File: config.mk
export PLATFORM = sky130hd
export DESIGN_NAME = nvm_burst_read_ctrl_flat
export DESIGN_NICKNAME = d
export VERILOG_FILES = /design/src/rtl/nvm_burst_read_ctrl_if.sv /design/src/rtl/nvm_burst_read_ctrl.sv /design/src/flat_wrapper.sv
export SDC_FILE = /design/constraint.sdc
export NUM_CORES = 1
export LEC_CHECK = 0
export BUFFER_PORTS_ARGS = -buffer_cell sky130_fd_sc_hd__buf_2
export CORE_MARGIN = 5
export CORE_UTILIZATION = 55
export CTS_CLUSTER_SIZE = 28
export DETAILED_ROUTE_END_ITERATION = 8
export GPL_TIMING_DRIVEN = 0
export PLACE_DENSITY = 0.89
export SYNTH_ARGS = -nofsm -noshare
export SYNTH_HDL_FRONTEND = slang
export SYNTH_SLANG_ARGS = --single-unit
File: constraint.sdc
create_clock -name clk -period 2.1 [get_ports clk]
set_clock_uncertainty 0.15 [all_clocks]
set_input_delay 0.525 -clock clk [delete_from_list [all_inputs] [get_ports clk]]
set_output_delay 0.525 -clock clk [all_outputs]
set_load 0.02 [all_outputs]
File: src/rtl/nvm_burst_read_ctrl_if.sv
// Host/array bundle for the NVM burst read sequencer.
// The host drives read_en, start_addr, num_words and abort. The controller drives
// the array-side strobes (nvm_addr, nvm_req, load, shift) and the status pulses
// (word_done, done, busy).
// The master modport is the host side. The slave modport is the controller side.
interface nvm_burst_read_ctrl_if #(
    parameter int ADDR_W = 8
);
    logic              read_en;
    logic [ADDR_W-1:0] start_addr;
    logic [ADDR_W-1:0] num_words;
    logic              abort;
    logic [ADDR_W-1:0] nvm_addr;
    logic              nvm_req;
    logic              load;
    logic              shift;
    logic              word_done;
    logic              done;
    logic              busy;

    modport master (
        output read_en, start_addr, num_words, abort,
        input  nvm_addr, nvm_req, load, shift, word_done, done, busy
    );

    modport slave (
        input  read_en, start_addr, num_words, abort,
        output nvm_addr, nvm_req, load, shift, word_done, done, busy
    );
endinterface

File: src/rtl/nvm_burst_read_ctrl.sv
// Multi-word NVM read sequencer.
// For each word, the controller:
//   1. presents the word address,
//   2. holds nvm_req for WAIT_CYC cycles,
//   3. pulses load for one cycle,
//   4. then shifts DATA_W bits out.
// The next word follows immediately, with no gap. A normal completion ends with a
// one-cycle done pulse. Every output is a flop loaded from the next-state
// decode, so the outputs change only on the clock edge.
// Ports:
//   clk : rising-edge clock.
//   rst : synchronous active-high reset.
//   bus : slave side of nvm_burst_read_ctrl_if.
//         Inputs: read_en, start_addr, num_words, abort.
//         Outputs: nvm_addr, nvm_req, load, shift, word_done, done, busy.
module nvm_burst_read_ctrl #(
    parameter int DATA_W   = 32,
    parameter int ADDR_W   = 8,
    parameter int WAIT_CYC = 2
) (
    input  logic                 clk,
    input  logic                 rst,
    nvm_burst_read_ctrl_if.slave bus
);
    // One counter serves both the access wait and the bit count, so it is sized for the larger of the two.
    localparam int CNT_MAX = (DATA_W > WAIT_CYC) ? DATA_W : WAIT_CYC;
    localparam int CNT_W   = $clog2(CNT_MAX + 1);
    localparam logic [CNT_W-1:0] ACC_LAST   = CNT_W'(WAIT_CYC - 1);
    localparam logic [CNT_W-1:0] SHIFT_LAST = CNT_W'(DATA_W - 1);

    typedef enum logic [2:0] {
        IDLE   = 3'd0,
        ACCESS = 3'd1,
        LOAD   = 3'd2,
        SHIFT  = 3'd3,
        DONE   = 3'd4
    } state_t;

    state_t            state_q, state_d;
    logic [ADDR_W-1:0] addr_q,  addr_d;
    logic [ADDR_W-1:0] rem_q,   rem_d;
    logic [CNT_W-1:0]  cnt_q,   cnt_d;
    logic              req_q,   req_d;
    logic              load_q,  load_d;
    logic              shift_q, shift_d;
    logic              wdone_q, wdone_d;
    logic              done_q,  done_d;
    logic              busy_q,  busy_d;

    always_comb begin
        state_d = state_q;
        addr_d  = addr_q;
        rem_d   = rem_q;
        cnt_d   = cnt_q;

        case (state_q)
            IDLE: begin
                if (bus.read_en && !bus.abort) begin
                    cnt_d = '0;
                    if (bus.num_words != '0) begin
                        state_d = ACCESS;
                        addr_d  = bus.start_addr;
                        rem_d   = bus.num_words;
                    end else begin
                        state_d = DONE;
                    end
                end
            end
            ACCESS: begin
                if (cnt_q == ACC_LAST) begin
                    state_d = LOAD;
                    cnt_d   = '0;
                end else begin
                    cnt_d = cnt_q + 1'b1;
                end
            end
            LOAD: begin
                state_d = SHIFT;
                cnt_d   = '0;
            end
            SHIFT: begin
                if (cnt_q == SHIFT_LAST) begin
                    cnt_d = '0;
                    if (rem_q == ADDR_W'(1)) begin
                        state_d = DONE;
                    end else begin
                        state_d = ACCESS;
                        rem_d   = rem_q - 1'b1;
                        // The address wraps silently modulo 2^ADDR_W.
                        addr_d  = addr_q + 1'b1;
                    end
                end else begin
                    cnt_d = cnt_q + 1'b1;
                end
            end
            DONE: begin
                state_d = IDLE;
            end
            default: begin
                state_d = IDLE;
                cnt_d   = '0;
            end
        endcase

        // Abort drops any active state straight to IDLE, so the cancelled word issues no done or word_done.
        if (state_q != IDLE && bus.abort) begin
            state_d = IDLE;
            cnt_d   = '0;
        end

        // The outputs are decoded from the next state and then registered, so they line up with that state.
        req_d   = (state_d == ACCESS);
        load_d  = (state_d == LOAD);
        shift_d = (state_d == SHIFT);
        wdone_d = (state_d == SHIFT) && (cnt_d == SHIFT_LAST);
        done_d  = (state_d == DONE);
        busy_d  = (state_d != IDLE);
    end

    always_ff @(posedge clk) begin
        if (rst) begin
            state_q <= IDLE;
            addr_q  <= '0;
            rem_q   <= '0;
            cnt_q   <= '0;
            req_q   <= 1'b0;
            load_q  <= 1'b0;
            shift_q <= 1'b0;
            wdone_q <= 1'b0;
            done_q  <= 1'b0;
            busy_q  <= 1'b0;
        end else begin
            state_q <= state_d;
            addr_q  <= addr_d;
            rem_q   <= rem_d;
            cnt_q   <= cnt_d;
            req_q   <= req_d;
            load_q  <= load_d;
            shift_q <= shift_d;
            wdone_q <= wdone_d;
            done_q  <= done_d;
            busy_q  <= busy_d;
        end
    end

    assign bus.nvm_addr  = addr_q;
    assign bus.nvm_req   = req_q;
    assign bus.load      = load_q;
    assign bus.shift     = shift_q;
    assign bus.word_done = wdone_q;
    assign bus.done      = done_q;
    assign bus.busy      = busy_q;
endmodule
File: src/flat_wrapper.sv
// flat-port wrapper written by rule: the top's interface ports become plain ports
module nvm_burst_read_ctrl_flat 
#(
    parameter int DATA_W   = 32,
    parameter int ADDR_W   = 8,
    parameter int WAIT_CYC = 2
)
  (clk, rst, bus_read_en, bus_start_addr, bus_num_words, bus_abort, bus_nvm_addr, bus_nvm_req, bus_load, bus_shift, bus_word_done, bus_done, bus_busy);
  nvm_burst_read_ctrl_if #(.ADDR_W(ADDR_W)) bus_i ();
  input  logic clk;
  input  logic rst;
  input wire logic [$bits(bus_i.read_en)-1:0] bus_read_en;
  input wire logic [$bits(bus_i.start_addr)-1:0] bus_start_addr;
  input wire logic [$bits(bus_i.num_words)-1:0] bus_num_words;
  input wire logic [$bits(bus_i.abort)-1:0] bus_abort;
  output wire logic [$bits(bus_i.nvm_addr)-1:0] bus_nvm_addr;
  output wire logic [$bits(bus_i.nvm_req)-1:0] bus_nvm_req;
  output wire logic [$bits(bus_i.load)-1:0] bus_load;
  output wire logic [$bits(bus_i.shift)-1:0] bus_shift;
  output wire logic [$bits(bus_i.word_done)-1:0] bus_word_done;
  output wire logic [$bits(bus_i.done)-1:0] bus_done;
  output wire logic [$bits(bus_i.busy)-1:0] bus_busy;
  assign bus_i.read_en = bus_read_en;
  assign bus_i.start_addr = bus_start_addr;
  assign bus_i.num_words = bus_num_words;
  assign bus_i.abort = bus_abort;
  assign bus_nvm_addr = bus_i.nvm_addr;
  assign bus_nvm_req = bus_i.nvm_req;
  assign bus_load = bus_i.load;
  assign bus_shift = bus_i.shift;
  assign bus_word_done = bus_i.word_done;
  assign bus_done = bus_i.done;
  assign bus_busy = bus_i.busy;
  nvm_burst_read_ctrl #(.DATA_W(DATA_W), .ADDR_W(ADDR_W), .WAIT_CYC(WAIT_CYC)) u_core (.clk(clk), .rst(rst), .bus(bus_i));
endmodule
==> flow_summary.yaml <==
place:
  io_buffers: 32
  gp_congestion: 0.882
  place_area_um2: 2010
  hpwl_mm: 3.28
cts:
  numClockSinks: 31
  clk_pin_slew_worst_paths_ps: 120
  cts_buffer_depth: 2
  htree_levels: 2
  cts_tree: "yes"
  numCtsBuffers: 5
  clock-root-buffer: "clkbuf_4"
  clock_latency_ps: 350
  cts_hold_buf: 0
global_route:
  grt_pass1_vias: 1804
  grt_pass1_wl_mm: 7.97
  grt.total_usage_pct: 22.9
  antenna_found_initial: 0
  grt_max_degree: 11
  overflow: 0
synthesis:
  synth_area_um2: 1800
  synth_seq_cells: 31
  synth_top_cell_area_share_pct: 34.5
  seq_area_frac_synth_pct: 34.5
  syn-num-nets: 267
  netlist_instances: 242
  yosysUniqueCellTypes: 47
  yosys.area.top_type: "dfxtp_1"
  synthArstFlopShare_pct: 0
  synthTopCellsByArea: "dfxtp_1 (35%), nand2_1 (8.1%), a21oi_1 (6.1%), o21ai_0 (6.1%), nor2_1 (5.8%)"
  synth-main-ff-cell: "dfxtp_1"
  synth_edf_count: 0
  postSynthAreaPerCell_um2: 7.43
  yosysWarnings: 0
power_and_ir_drop:
  p_sw_share_pct: 29.8
  p_int_mw: 0.996
  pwr_density_cell_nw_per_um2: 621
  p_comb_share_pct: 18.2
  p_leak_nw: 0.968
  p_clk_share_pct: 36.4
  pwr-share-seq_pct: 45.4
  peakVddDrop_mv: 0.550
  p_switching_mw: 0.422
floorplan:
  die_area_um2: 4510
  start_util_pct: 57.9
  io_pins: 34
  fp.coreArea_um2: 3100
  die_h_um: 67.2
  die_x_um: 67.2
  rows: 20
setup_path:
  arrival_ps: 2260
  critPathMaxFanout: 5
  cp.required_ps: 2250
  critPathLaunchType: "register"
  setup.worst_path.class: "register to register"
  end_kind: "register"
finish:
  area_growth_pct: 27.0
  fillers: 254
  drive_above_1_share_pct: 28.6
  n_antenna_cell: 0
  final_common_cell: "nand2_1"
  mostFrequentLayoutCells: "nand2_1 (39), buf_2 (35), nor2_1 (27), dfxtp_1 (27), a21oi_1 (21)"
  final_nets: 311
  fin_area_um2: 2280
  post-route-util_pct: 73.6
detailed_routing:
  drtIter0Drc: 302
  routed_via_density: 6.16
  wire_per_inst_um: 16.2
  num_vias: 2040
  routed_wl_mm: 5.36
  drc: 0
  drt_pass1_iterations: 5
  ant_nets: 0
outcome:
  violations: "setup timing"
  status: "complete, but fails checks"
timing:
  hold_viol_final: 0
  tns_ps: -18.3
  period_needed_ps: 2120
  tightest_slew_ps: 552
  timing.fmax_mhz: 472
  setup_viol: 1
  slew_viol_final: 0
  max_slew_margin_pct: 63.2
  timing.final.ws_setup_ps: -18.3
  post-route-period-util_pct: 101
flow_run:
  cap_violations: 0
worst_hold_path:
  hold_path_class: "input pin to register"
routing by layer:
layer / routed length, um / track usage (%) / share of wire [%]
met1: 2220 / 30.7 / 41
met2: 2500 / 36.0 / 47
met3: 481 / 3.99 / 9.0
met4: 154 / 10.4 / 2.9
met5: 0 / 0 / 0
metrics by stage:
stage / power (mW) / setup WS [ps] / hold slack [ps] / cells
floorplan: 0.798 / 151 / 312 / 242
detailed placement: 0.869 / -153 / 342 / 318
global placement: 0.863 / -138 / 337 / 318
global route: 1.47 / -62.8 / 312 / 331
CTS: 1.37 / 2.74 / 299 / 326
finish: 1.42 / -18.3 / 288 / 331
layout make-up:
class | count | area [um^2] | share of cell area [%]
tap | 44 | 55.1 | 2.41
sequential | 31 | 631 | 27.6
buffer | 10 | 63.8 | 2.79
multi-input combinational | 191 | 1210 | 53.0
timing repair buffer | 38 | 203 | 8.88
inverter | 9 | 33.8 | 1.48
clock buffer | 6 | 51.3 | 2.25
clock inverter | 2 | 35.0 | 1.53
what timing repair did:
item | 4_1_cts | 5_1_grt
buffers inserted | 0 | 5
cloned | 0 | 1
setup endpoints to repair | 16 | 19
endpoints found under the hold margin | 0 | 0
gates resized for setup | 7 | 32
pin swaps | 1 | 8
sequential cells by signal, indices dropped and copies added, names as in the netlist:
| register | flops |
|---|---|
| u_core.bus.word_done | 1 |
| u_core.bus.done | 1 |
| u_core.rem_q | 8 |
| u_core.bus.load | 1 |
| u_core.bus.busy | 1 |
| u_core.state_q | 3 |
| u_core.bus.nvm_req | 1 |
| u_core.cnt_q | 6 |
| u_core.bus.shift | 1 |
| u_core.bus.nvm_addr | 8 |
power groups by stage:
stage               Combinational, mW  Clock (mW)  Sequential [mW]
floorplan                       0.134           0            0.664
global placement                0.210           0            0.653
detailed placement              0.215           0            0.653
CTS                             0.219       0.507            0.641
global route                    0.281       0.540            0.648
finish                          0.258       0.516            0.644
cells in the mapped netlist (all sizes together) (2+ instances only):
cell,number
nand2b,4
ha,5
clkbuf,6
nor4b,2
dfxtp,31
nor3,7
nor4,6
a22oi,5
nand3,12
o21bai,2
inv,9
buf,5
a21oi,22
o21ai,22
nor2,28
nand2,40
or3,3
and2,2
a31oi,4
o31ai,2
and3,3
nor2b,4
nor3b,4
critical path: stages, from the launching register on:
cell	delay, ps
dfxtp_4	400
inv_2	40
ha_2	160
nor4b_4	130
a21oi_1	230
nand2b_1	130
buf_6	160
or4_4	510
a21oi_2	140
path summary, 6_finish.rpt:
| path | start | to | slack (ps) | cells after the start |
|---|---|---|---|---|
| hold / removal | bus_start_addr[0] | u_core.bus.nvm_addr[0] | 290 | 3 |
| hold reg to reg | u_core.rem_q[6] | u_core.rem_q[6] | 370 | 2 |
| setup reg to reg | u_core.cnt_q[1] | u_core.cnt_q[5] | -20 | 8 |
| setup / recovery | u_core.cnt_q[1] | u_core.cnt_q[5] | -20 | 8 |
logic make-up (layout without fill, tap and decap cells):
family | Yosys count | count (layout) | share of synthesized area (%)
and+or+nand+nor | 119 | 119 | 34.7
AOI/OAI and AO/OA | 66 | 66 | 22.0
buffers and inverters | 20 | 65 | 4.80
DFF | 31 | 31 | 34.5
xor gates and xnor gates | 1 | 1 | 0.487
adders and majority gates | 5 | 5 | 3.48
Note: power is estimated with default switching activity, not from simulation.
